<file path="src/rtl/stall_flush_ctrl.sv">
// stall_flush_ctrl: pipeline hazard controller for load-use bubbles, redirect flushes, memory freezes and stall counting
module stall_flush_ctrl #(
  parameter int WIDTH_DATA_LENGTH = 32,
  parameter int LU_STALL_CYCLES   = 1,
  parameter int BR_FLUSH_CYCLES   = 1,
  parameter int CNT_W             = 16
) (
  input  logic                         clk,
  input  logic                         rst,
  input  logic [WIDTH_DATA_LENGTH-1:0] Inst,
  input  logic [4:0]                   Rd_EX,
  input  logic                         MemRead_EX,
  input  logic                         Br_Detected,
  input  logic [1:0]                   Br_result,
  input  logic                         Dmem_Busy,
  input  logic                         Perf_Clr,
  output logic                         PC_Fetch_EN,
  output logic                         FE_DE_Reg_EN,
  output logic                         DE_EX_Reg_EN,
  output logic                         EX_MEM_Reg_EN,
  output logic                         FE_DE_Reg_RST,
  output logic                         DE_EX_Reg_RST,
  output logic                         Stall_Detected,
  output logic                         Flush_Detected,
  output logic [CNT_W-1:0]             Stall_Count
);
  typedef enum logic [1:0] {RUN, LU_STALL, FLUSH} state_t;
  state_t state, state_nxt;
  logic [2:0] cnt, cnt_nxt;
  logic [6:0] op;
  logic uses_rs1, uses_rs2, haz, redir, unused_bits;
  assign op          = Inst[6:0];
  assign uses_rs1    = !(op == 7'b0110111 || op == 7'b0010111 || op == 7'b1101111);
  assign uses_rs2    = op == 7'b0110011 || op == 7'b0100011 || op == 7'b1100011;
  assign haz         = MemRead_EX && Rd_EX != 5'd0 &&
                       ((uses_rs1 && Inst[19:15] == Rd_EX) || (uses_rs2 && Inst[24:20] == Rd_EX));
  assign redir       = Br_Detected && Br_result != 2'b00;
  assign unused_bits = ^{Inst[WIDTH_DATA_LENGTH-1:25], Inst[14:7]};
  // state and bubble/flush down-counter
  always_ff @(posedge clk or posedge rst)
    if (rst) begin
      state <= RUN;
      cnt   <= 3'd0;
    end else begin
      state <= state_nxt;
      cnt   <= cnt_nxt;
    end
  // next state and Mealy outputs: freeze > redirect > flush/load-use; reset forces outputs
  always_comb begin
    state_nxt      = state;
    cnt_nxt        = cnt;
    PC_Fetch_EN    = 1'b1;
    FE_DE_Reg_EN   = 1'b1;
    DE_EX_Reg_EN   = 1'b1;
    EX_MEM_Reg_EN  = 1'b1;
    FE_DE_Reg_RST  = 1'b0;
    DE_EX_Reg_RST  = 1'b0;
    Stall_Detected = 1'b0;
    Flush_Detected = 1'b0;
    if (Dmem_Busy) begin
      PC_Fetch_EN    = 1'b0;
      FE_DE_Reg_EN   = 1'b0;
      DE_EX_Reg_EN   = 1'b0;
      EX_MEM_Reg_EN  = 1'b0;
      Stall_Detected = 1'b1;
    end else if (redir) begin
      FE_DE_Reg_RST  = 1'b1;
      DE_EX_Reg_RST  = 1'b1;
      Flush_Detected = 1'b1;
      state_nxt      = BR_FLUSH_CYCLES > 1 ? FLUSH : RUN;
      cnt_nxt        = BR_FLUSH_CYCLES > 1 ? 3'(BR_FLUSH_CYCLES - 1) : cnt;
    end else if (state == FLUSH) begin
      FE_DE_Reg_RST  = 1'b1;
      Flush_Detected = 1'b1;
      cnt_nxt        = cnt - 3'd1;
      state_nxt      = cnt == 3'd1 ? RUN : FLUSH;
    end else if (state == LU_STALL || haz) begin
      PC_Fetch_EN    = 1'b0;
      FE_DE_Reg_EN   = 1'b0;
      DE_EX_Reg_RST  = 1'b1;
      Stall_Detected = 1'b1;
      if (state == LU_STALL) begin
        cnt_nxt   = cnt - 3'd1;
        state_nxt = cnt == 3'd1 ? RUN : LU_STALL;
      end else if (LU_STALL_CYCLES > 1) begin
        cnt_nxt   = 3'(LU_STALL_CYCLES - 1);
        state_nxt = LU_STALL;
      end
    end
    if (rst) begin
      PC_Fetch_EN    = 1'b0;
      FE_DE_Reg_EN   = 1'b0;
      DE_EX_Reg_EN   = 1'b0;
      EX_MEM_Reg_EN  = 1'b0;
      FE_DE_Reg_RST  = 1'b1;
      DE_EX_Reg_RST  = 1'b1;
      Stall_Detected = 1'b0;
      Flush_Detected = 1'b0;
    end
  end
  // saturating stall-cycle counter, clear beats increment
  always_ff @(posedge clk or posedge rst)
    if (rst) Stall_Count <= '0;
    else if (Perf_Clr) Stall_Count <= '0;
    else if (Stall_Detected && !(&Stall_Count)) Stall_Count <= Stall_Count + CNT_W'(1);
endmodule

</file>
<file path="config.mk">
export PLATFORM = sky130hd
export DESIGN_NAME = stall_flush_ctrl
export DESIGN_NICKNAME = d
export VERILOG_FILES = /design/src/rtl/stall_flush_ctrl.sv
export SDC_FILE = /design/constraint.sdc
export NUM_CORES = 1
export LEC_CHECK = 0
export CAP_MARGIN = 10
export CORE_MARGIN = 1.5
export CORE_UTILIZATION = 35
export DETAILED_ROUTE_END_ITERATION = 8
export PLACE_DENSITY = 0.69
export RECOVER_POWER = 100
export SLEW_MARGIN = 10
export SYNTH_ARGS = -nofsm -noshare
export SYNTH_HDL_FRONTEND = slang
export SYNTH_SLANG_ARGS = --single-unit
</file>
<file path="constraint.sdc">
create_clock -name clk -period 2.95 [get_ports clk]
set_input_delay 0.295 -clock clk [delete_from_list [all_inputs] [get_ports clk]]
set_output_delay 0.295 -clock clk [all_outputs]
set_load 0.02 [all_outputs]
</file>
# == Word level (Yosys, flattened, before mapping) ==
# Cells that the tools add are included.
# word_totals
reg_bits,21
inputBits,45
out_inout_bits,24
word_cells,73
# classes
n_addsub,2
n_eq_ne,11
mux,31
bitwise,2
n_reduce_logical,24
# ops
op,n
16-bit 2-to-1 mux,2
"7-bit by 6-bit equality test with 1-bit output, second input constant",3
1-bit 2-to-1 mux,21
"16-bit by 1-bit adder with 16-bit output, second input constant",1
16-bit AND reduction,1
"7-bit equality test, second input constant",2
5-bit equality test,2
2-bit 2-to-1 mux,5
3-bit 2-to-1 mux,3
2-bit nonzero test,4
"7-bit by 5-bit equality test with 1-bit output, second input constant",1
1-bit logical AND,6
1-bit logical OR,6
3-bit nonzero test,2
5-bit nonzero test,1
4-bit AND reduction,1
"3-bit by 1-bit equality test with 1-bit output, second input constant",1
3-bit AND reduction,1
"3-bit by 1-bit subtractor with 3-bit output, second input constant",1
"2-bit by 1-bit equality test with 1-bit output, second input constant",1
"2-bit equality test, second input constant",1
1-bit logical NOT,2
1-bit inverter,2

# == Depth between registers and ports, before layout ==
# depth
word_depth,16
mapped_depth,9
ltp_nobuf,8

# == Worst setup path after synthesis ==
# OpenSTA, ideal clock, no wires.
# synth_path
path_kind,register to register
start,register Stall_Count[3]
end,register Stall_Count[7]
setup_ns,0.125
arrival_ns,1.937
t_required_ns,2.825
slack_ns,0.888
stages_incl_launch_ff,8
n_path_buf,1
synth_period_minus_slack_ns,2.062
cell_sequence,dfrtp_1 -> and4_1 -> and2_1 -> clkbuf_1 -> a41oi_2 -> nand2_1 -> nor3b_1 -> mux2_2
# synth_between
elab_chain_len,4
# synth_lines
item,line_no,rtl
from (decl),25,output logic [CNT_W-1:0] Stall_Count
from (signal assigned),105,else if (Stall_Detected && !(&Stall_Count)) Stall_Count <= Stall_Count + CNT_W'(1);
"parallel branches: the longest is 4 deep, another holds 16-bit by 1-bit adder with 16-bit output",n/a,
# Several ways; the timed one is not identified. The select of a mux whose other input is x is not followed.
# A chain may end at the register's enable or synchronous reset.

# == Worst setup path after layout ==
# layout_path
start,input Rd_EX[1]
end,output Stall_Detected
# layout_between
elab_chain_len,10
# layout_lines
item,line_no,rtl
from (decl),11,"input logic [4:0] Rd_EX,"
5-bit equality test,36,((uses_rs1 && Inst[19:15] == Rd_EX) || (uses_rs2 && Inst[24:20] == Rd_EX));
1-bit logical AND,36,
1-bit logical OR,36,
1-bit logical AND *,35,assign haz = MemRead_EX && Rd_EX != 5'd0 &&
1-bit logical OR *,77,end else if (state == LU_STALL || haz) begin
1-bit 2-to-1 mux *,77,
1-bit 2-to-1 mux *,72,end else if (state == FLUSH) begin
1-bit 2-to-1 mux *,66,end else if (redir) begin
1-bit 2-to-1 mux *,60,if (Dmem_Busy) begin
1-bit 2-to-1 mux *,90,if (rst) begin
to (decl),23,"output logic Stall_Detected,"
# Mark *: on every way between the ends. The rest lies on a longest branch, timed or not.

==> flow_summary.json <==
{
  "crit_start": "Rd_EX[1]",
  "synth_edf_count": 0,
  "worstHoldPathType": "flip-flop to flip-flop",
  "reg2reg_slack_ns": 0.80,
  "syn_nets": 221,
  "ys_ff_latch": 21,
  "min_period_ns": 2.760,
  "cts_setup_buffers": 0,
  "cp_data_arrival_time_ns": 2.47,
  "cp_max_fo": 3,
  "first_pass_iters": 4,
  "route.detailed.drc": 0,
  "synth_warnings": 0,
  "cts_sinks": 21,
  "ir_drop_uv": 185.9,
  "gp_congestion": 0.8197,
  "vias_per_cell": 5.269,
  "p_leak_nw": 0.8968,
  "cp-end-kind": "primary output",
  "grt_use_met1_pct": 21.97,
  "grt_pass1_vias": 1434,
  "startpoint_type": "input port",
  "crit_required_ns": 2.65,
  "cp-endpoint": "Stall_Detected",
  "hold_depth": 1,
  "max_freq_ghz": 0.3623,
  "maxCapViolCount": 0,
  "die-area_um2": 4767,
  "setup_viol": 0,
  "hold_buffers": 0,
  "slew_headroom_pct": 23.31,
  "cts_made_buffers": 3,
  "num-fill-cells": 409,
  "postSynthAreaPerCell_um2": 8.927,
  "status": "completed",
  "ff2ff_path_depth": 9,
  "r2r_start": "state[0]",
  "num_rows": 23,
  "synth_ff_type": "dfrtp_1",
  "place_inst": 271,
  "syn2layout_area_growth_pct": 39.67,
  "tns_ns": 0,
  "grt_remaining_overflow": 0,
  "core_um2": 4086,
  "tightest_slew_ns": 1.150,
  "reg2reg_to": "Stall_Count[4]",
  "drtIter0Drc": 104,
  "initial_core_util_pct": 37.35,
  "clockBufferDepth": 2,
  "critical_path_class": "input port to primary output",
  "nets": 276,
  "grt_usage_pct": 16.53,
  "seq_area_frac_synth_pct": 34.43,
  "wire_per_inst_um": 13.27,
  "totalWireLength_um": 3650,
  "h-tree-depth": 1,
  "layout_common_cells": "clkdlybuf4s50_1, dfrtp_1, dlygate4sd3_1",
  "cts_tree": "done",
  "grt_use_met3_pct": 3.655,
  "finClkSkew_ns": 0.01207,
  "clk_pin_slew_ns": 0.07,
  "finalMaxSlewViolations": 0,
  "final_cells": 275,
  "rsz0062_at_grt": "no",
  "dp_hpwl_um": 2832,
  "n_antenna_cell": 0,
  "ctsResizeCount": 0,
  "die_x_um": 69.04,
  "cts_root_buffer": "clkbuf_8",
  "vias": 1449,
  "syn-instance-count": 171,
  "fin_crit_sh_pct": 93.57,
  "die_y_um": 69.04,
  "layout_commonest_cell": "clkdlybuf4s50_1",
  "synth_area_um2": 1526,
  "grt_start_max_net_pins": 30,
  "multi_input_area_um2": 900.9,
  "grt.busiest_layer": "met2",
  "grt_pass1_wl_um": 6630,
  "power_density_nw_per_um2": 285.6,
  "gr-usage-met2_pct": 27.99,
  "clk_latency_ns": 0.27,
  "async_flop_share_pct": 100.0,
  "synth.distinct_cells": 42,
  "port_buffers": 53,
  "detail-route-antenna-nets": 0,
  "drive_gt1_share_pct": 8.889,
  "antenna_found_initial": 0,
  "io-pin-count": 69,
  "regArea_um2": 525.5,
  "hold_viol_final": 0
}
-- cells by family after synthesis --
logic type                 after synthesis  share of synthesized area (%)
and+or+nand+nor                         67                          25.90
muxes                                    4                          2.869
DFF                                     21                          34.43
AOI/OAI and AO/OA                       44                          20.00
adders and majority gates                5                          4.098
xor gates and xnor gates                12                          6.885
buffers and inverters                   18                          5.819
-- per-layer routing --
| metal | up-vias | share of wire, % | routed length [um] |
|---|---|---|---|
| met5 | - | 0 | 0 |
| met4 | 0 | 0.38 | 14 |
| met3 | 2 | 2.9 | 106 |
| met2 | 20 | 50 | 1842 |
| met1 | 687 | 46 | 1686 |
| li1 | 740 | - | - |
-- cell usage after synthesis (2+ instances only) --
library cell  count  share of area, %
nand3_1           4               1.3
nor3_1            5               1.6
and4_1            4               2.3
clkbuf_1          3              0.74
and2_1            3               1.2
buf_2             2              0.66
nor2b_1           5               2.0
o21ai_2           2               1.1
mux2_2            3               2.2
nor2_1           11               2.7
a21oi_1          16               5.2
ha_1              5               4.1
nand4_1           7               2.9
and3_1            2              0.82
xor2_1            5               2.9
o31ai_1           5               2.5
or3_1             8               3.3
buf_4             3               1.5
xnor2_1           7               4.0
nor4_2            2               1.6
a32o_1            2               1.3
nand2_1           7               1.7
inv_1             8               2.0
o21ai_0          10               3.3
dfrtp_1          21                34
or4_1             5               2.5
-- worst min path at each step --
stage	startpoint	to	slack, ns
floorplan	rst	Stall_Count[0]	0.28
global placement	cnt[2]	cnt[2]	0.46
detailed placement	cnt[2]	cnt[2]	0.47
CTS	cnt[2]	cnt[2]	0.48
global route	cnt[2]	cnt[2]	0.52
finish	cnt[2]	cnt[2]	0.48
-- state kept, by name, summed over array words and instances, names as in the netlist --
| signal | cells |
|---|---|
| cnt | 3 |
| Stall_Count | 16 |
| state | 2 |
-- where the power goes --
part,total (mW),internal (mW),switching (mW)
registers,0.290,0.289,0.00134
logic,0.129,0.0652,0.0634
clock network,0.190,0.0942,0.0958
total,0.609,0.448,0.161
-- critical path, cell delays in order --
cell and delay [ns]:
clkdlybuf4s50_1 0.53, xnor2_1 0.14, nand3_1 0.11, nor4_2 0.36
buf_4 0.17, nor4_1 0.05, nor2b_1 0.17, clkdlybuf4s50_1 0.63
-- layout make-up --
class / count / area share [%]
multi-input cells: 132 / 42.25
repair buffers: 60 / 26.58
flip-flops and latches: 21 / 24.65
well taps: 50 / 2.934
clock buffers: 3 / 1.937
inverters: 8 / 1.408
clock inverters: 1 / 0.2347
-- stage by stage --
step	instance area, um^2	utilization, %	setup WS (ns)	power (mW)	hold WS (ns)
finish	2132	52.17	0.1896	0.6088	0.4755
detailed placement	2122	51.93	0.05884	0.4326	0.4689
global route	2132	52.17	0.009206	0.6480	0.5197
global placement	2122	51.93	0.08244	0.4306	0.4632
floorplan	1526	-	0.8883	0.3604	0.2775
CTS	2168	53.06	0.04819	0.6253	0.4806
Note: power is estimated with default switching activity, not from simulation.
==> variant (same settings) <==
Re-encode `state_t` (3 states) as one-hot, 3 bits wide.
--- a/src/rtl/stall_flush_ctrl.sv
+++ b/src/rtl/stall_flush_ctrl.sv
@@ -25,5 +25,5 @@
   output logic [CNT_W-1:0]             Stall_Count
 );
-  typedef enum logic [1:0] {RUN, LU_STALL, FLUSH} state_t;
+  typedef enum logic [2:0] {RUN = 3'b001, LU_STALL = 3'b010, FLUSH = 3'b100} state_t;
   state_t state, state_nxt;
   logic [2:0] cnt, cnt_nxt;
Behaviour: same outputs for any inputs over 10 cycles, from zero or initial values and one cycle with rst high; not proved beyond that.
==> variant against the unedited design <==
Routed wire length increased by 6.9%; synthesized area increased by 9.3%; first-iteration DRC count decreased by 44%; design area increased by 9.4%; highest routed layer unchanged; combinational power increased by 11%; setup slack got worse by 0.038 ns; critical endpoint is now FE_DE_Reg_EN; critical path depth decreased by 2; power increased by 20%; sequential cell count increased by 1.
==> variant: results (changes against the unedited design) <==
| Metric | Value |
|---|---|
| DP Worst Slack | `0.164 ns (was 0.0588 ns)` |
| Pleak | `0.000955 uW (was 0.000897 uW)` |
| # nets final | `291 (was 276)` |
| Biggest regs | `Stall_Count (16), cnt (3), state (3) (was Stall_Count (16), cnt (3), state (2))` |
| WP data arrival | `2.50 ns (was 2.47 ns)` |
| Htree depth | `1 (unchanged)` |
| Final setup viols | `0 (unchanged)` |
| Drt first-iter violations | `58 (was 104)` |
| Post-synth net total | `232 (was 221)` |
| Synth cell types | `50 (was 42)` |
| Mean Syn Cell Area | `9.07 um2 (was 8.93 um2)` |
| First-pass GRT wire length | `6640 um (was 6630 um)` |
| Largest net degree at the start of global routing | `31 (was 30)` |
| Synth cell count leaders | `nor2_1, dfrtp_1, nor2b_1 (was dfrtp_1, a21oi_1, nor2_1)` |
| Final Skew | `0.00470 ns (was 0.0121 ns)` |
| Crit-path max cell delay | `0.61 ns (was 0.63 ns)` |
| Synth Area in Compound Gates | `9.30% (was 20.0%)` |
| Via Count | `1561 (was 1449)` |
| Drt via density | `5.31 (was 5.27)` |
| Tightest Pin Transition | `1.22 ns (was 1.15 ns)` |
| Top cells by area, synth | `dfrtp_1, mux2_2, nor2_1 (was dfrtp_1, a21oi_1, ha_1)` |
| Placer congestion estimate | `0.767 (was 0.820)` |
| Peak supply drop | `0.176 mV (was 0.186 mV)` |
| Total track usage | `15.6% (was 16.5%)` |
| Sequential share of the synthesized area | `33.1% (was 34.4%)` |
| Adder-Cell Fraction of Synth Area | `2.25% (was 4.10%)` |
| Status | `complete, no violations (unchanged)` |
| Final WL | `3900 um (was 3650 um)` |
| Port bufs | `53 (unchanged)` |
| Hold/Removal Path Class | `reg -> reg (unchanged)` |
| Post-Synth XOR/XNOR Area | `6.82% (was 6.89%)` |
==> variant: logic make-up (layout without fill, tap and decap cells) <==
kind of cell / Yosys count / in the layout
xor+xnor: 13 / 13
simple gates: 97 / 97
flops: 22 / 22
buf+inv: 13 / 71
fa+ha+maj: 3 / 3
mux: 14 / 14
compound gates: 22 / 22
==> variant: where the power goes <==
group / internal [uW] / leakage, uW / switching, uW / total (uW)
combinational: 73.8 / 0.000616 / 69.0 / 143
clock: 181 / 0.0000357 / 105 / 286
sequential: 303 / 0.000304 / 1.77 / 304
total: 558 / 0.000955 / 176 / 733
==> variant: area by class of cell <==
class | count | area (um2)
Fill cell | 423 | 2140
Multi-Input combinational cell | 149 | 1050
Tap cell | 52 | 65.1
Inverter | 6 | 22.5
Clock inverter | 1 | 30.0
Timing Repair Buffer | 61 | 576
Sequential cell | 22 | 552
Clock buffer | 3 | 41.3
==> variant: per-stage QoR <==
| step | util [%] | cell area (um2) |
|---|---|---|
| 2_1_floorplan | - | 1670 |
| 3_3_place_gp | 51.0 | 2280 |
| 3_5_place_dp | 51.0 | 2280 |
| 4_1_cts | 52.6 | 2350 |
| 5_1_grt | 52.1 | 2330 |
| 6_report | 52.1 | 2330 |
==> variant: worst register-to-register path: cells and delay by family (launching register included) <==
family | cells | cell delay [ns]
AO/OA/AOI/OAI | 2 | 0.56
AND/OR/NAND/NOR | 3 | 0.79
multiplexers | 1 | 0.37
flip-flops | 1 | 0.59
==> variant: worst paths after layout <==
check	slack [ns]	start	end	cells past startpoint
max in group asynchronous	1.18	rst	Stall_Count[1]	3
min reg2reg	0.48	cnt[2]	cnt[2]	1
max	0.15	Rd_EX[3]	FE_DE_Reg_EN	6
min	0.48	cnt[2]	cnt[2]	1
min in group asynchronous	1.04	rst	Stall_Count[12]	3
max reg2reg	0.55	state[0]	Stall_Count[3]	6
==> variant: per-layer routing <==
metal  wire (um)  vias to the layer above  GRT usage, %
li1            -                      776             -
met1        1840                      732          20.5
met2        1800                       44          26.9
met3         190                        9          2.78
met4          70                        0          3.77
met5           0                        -             0
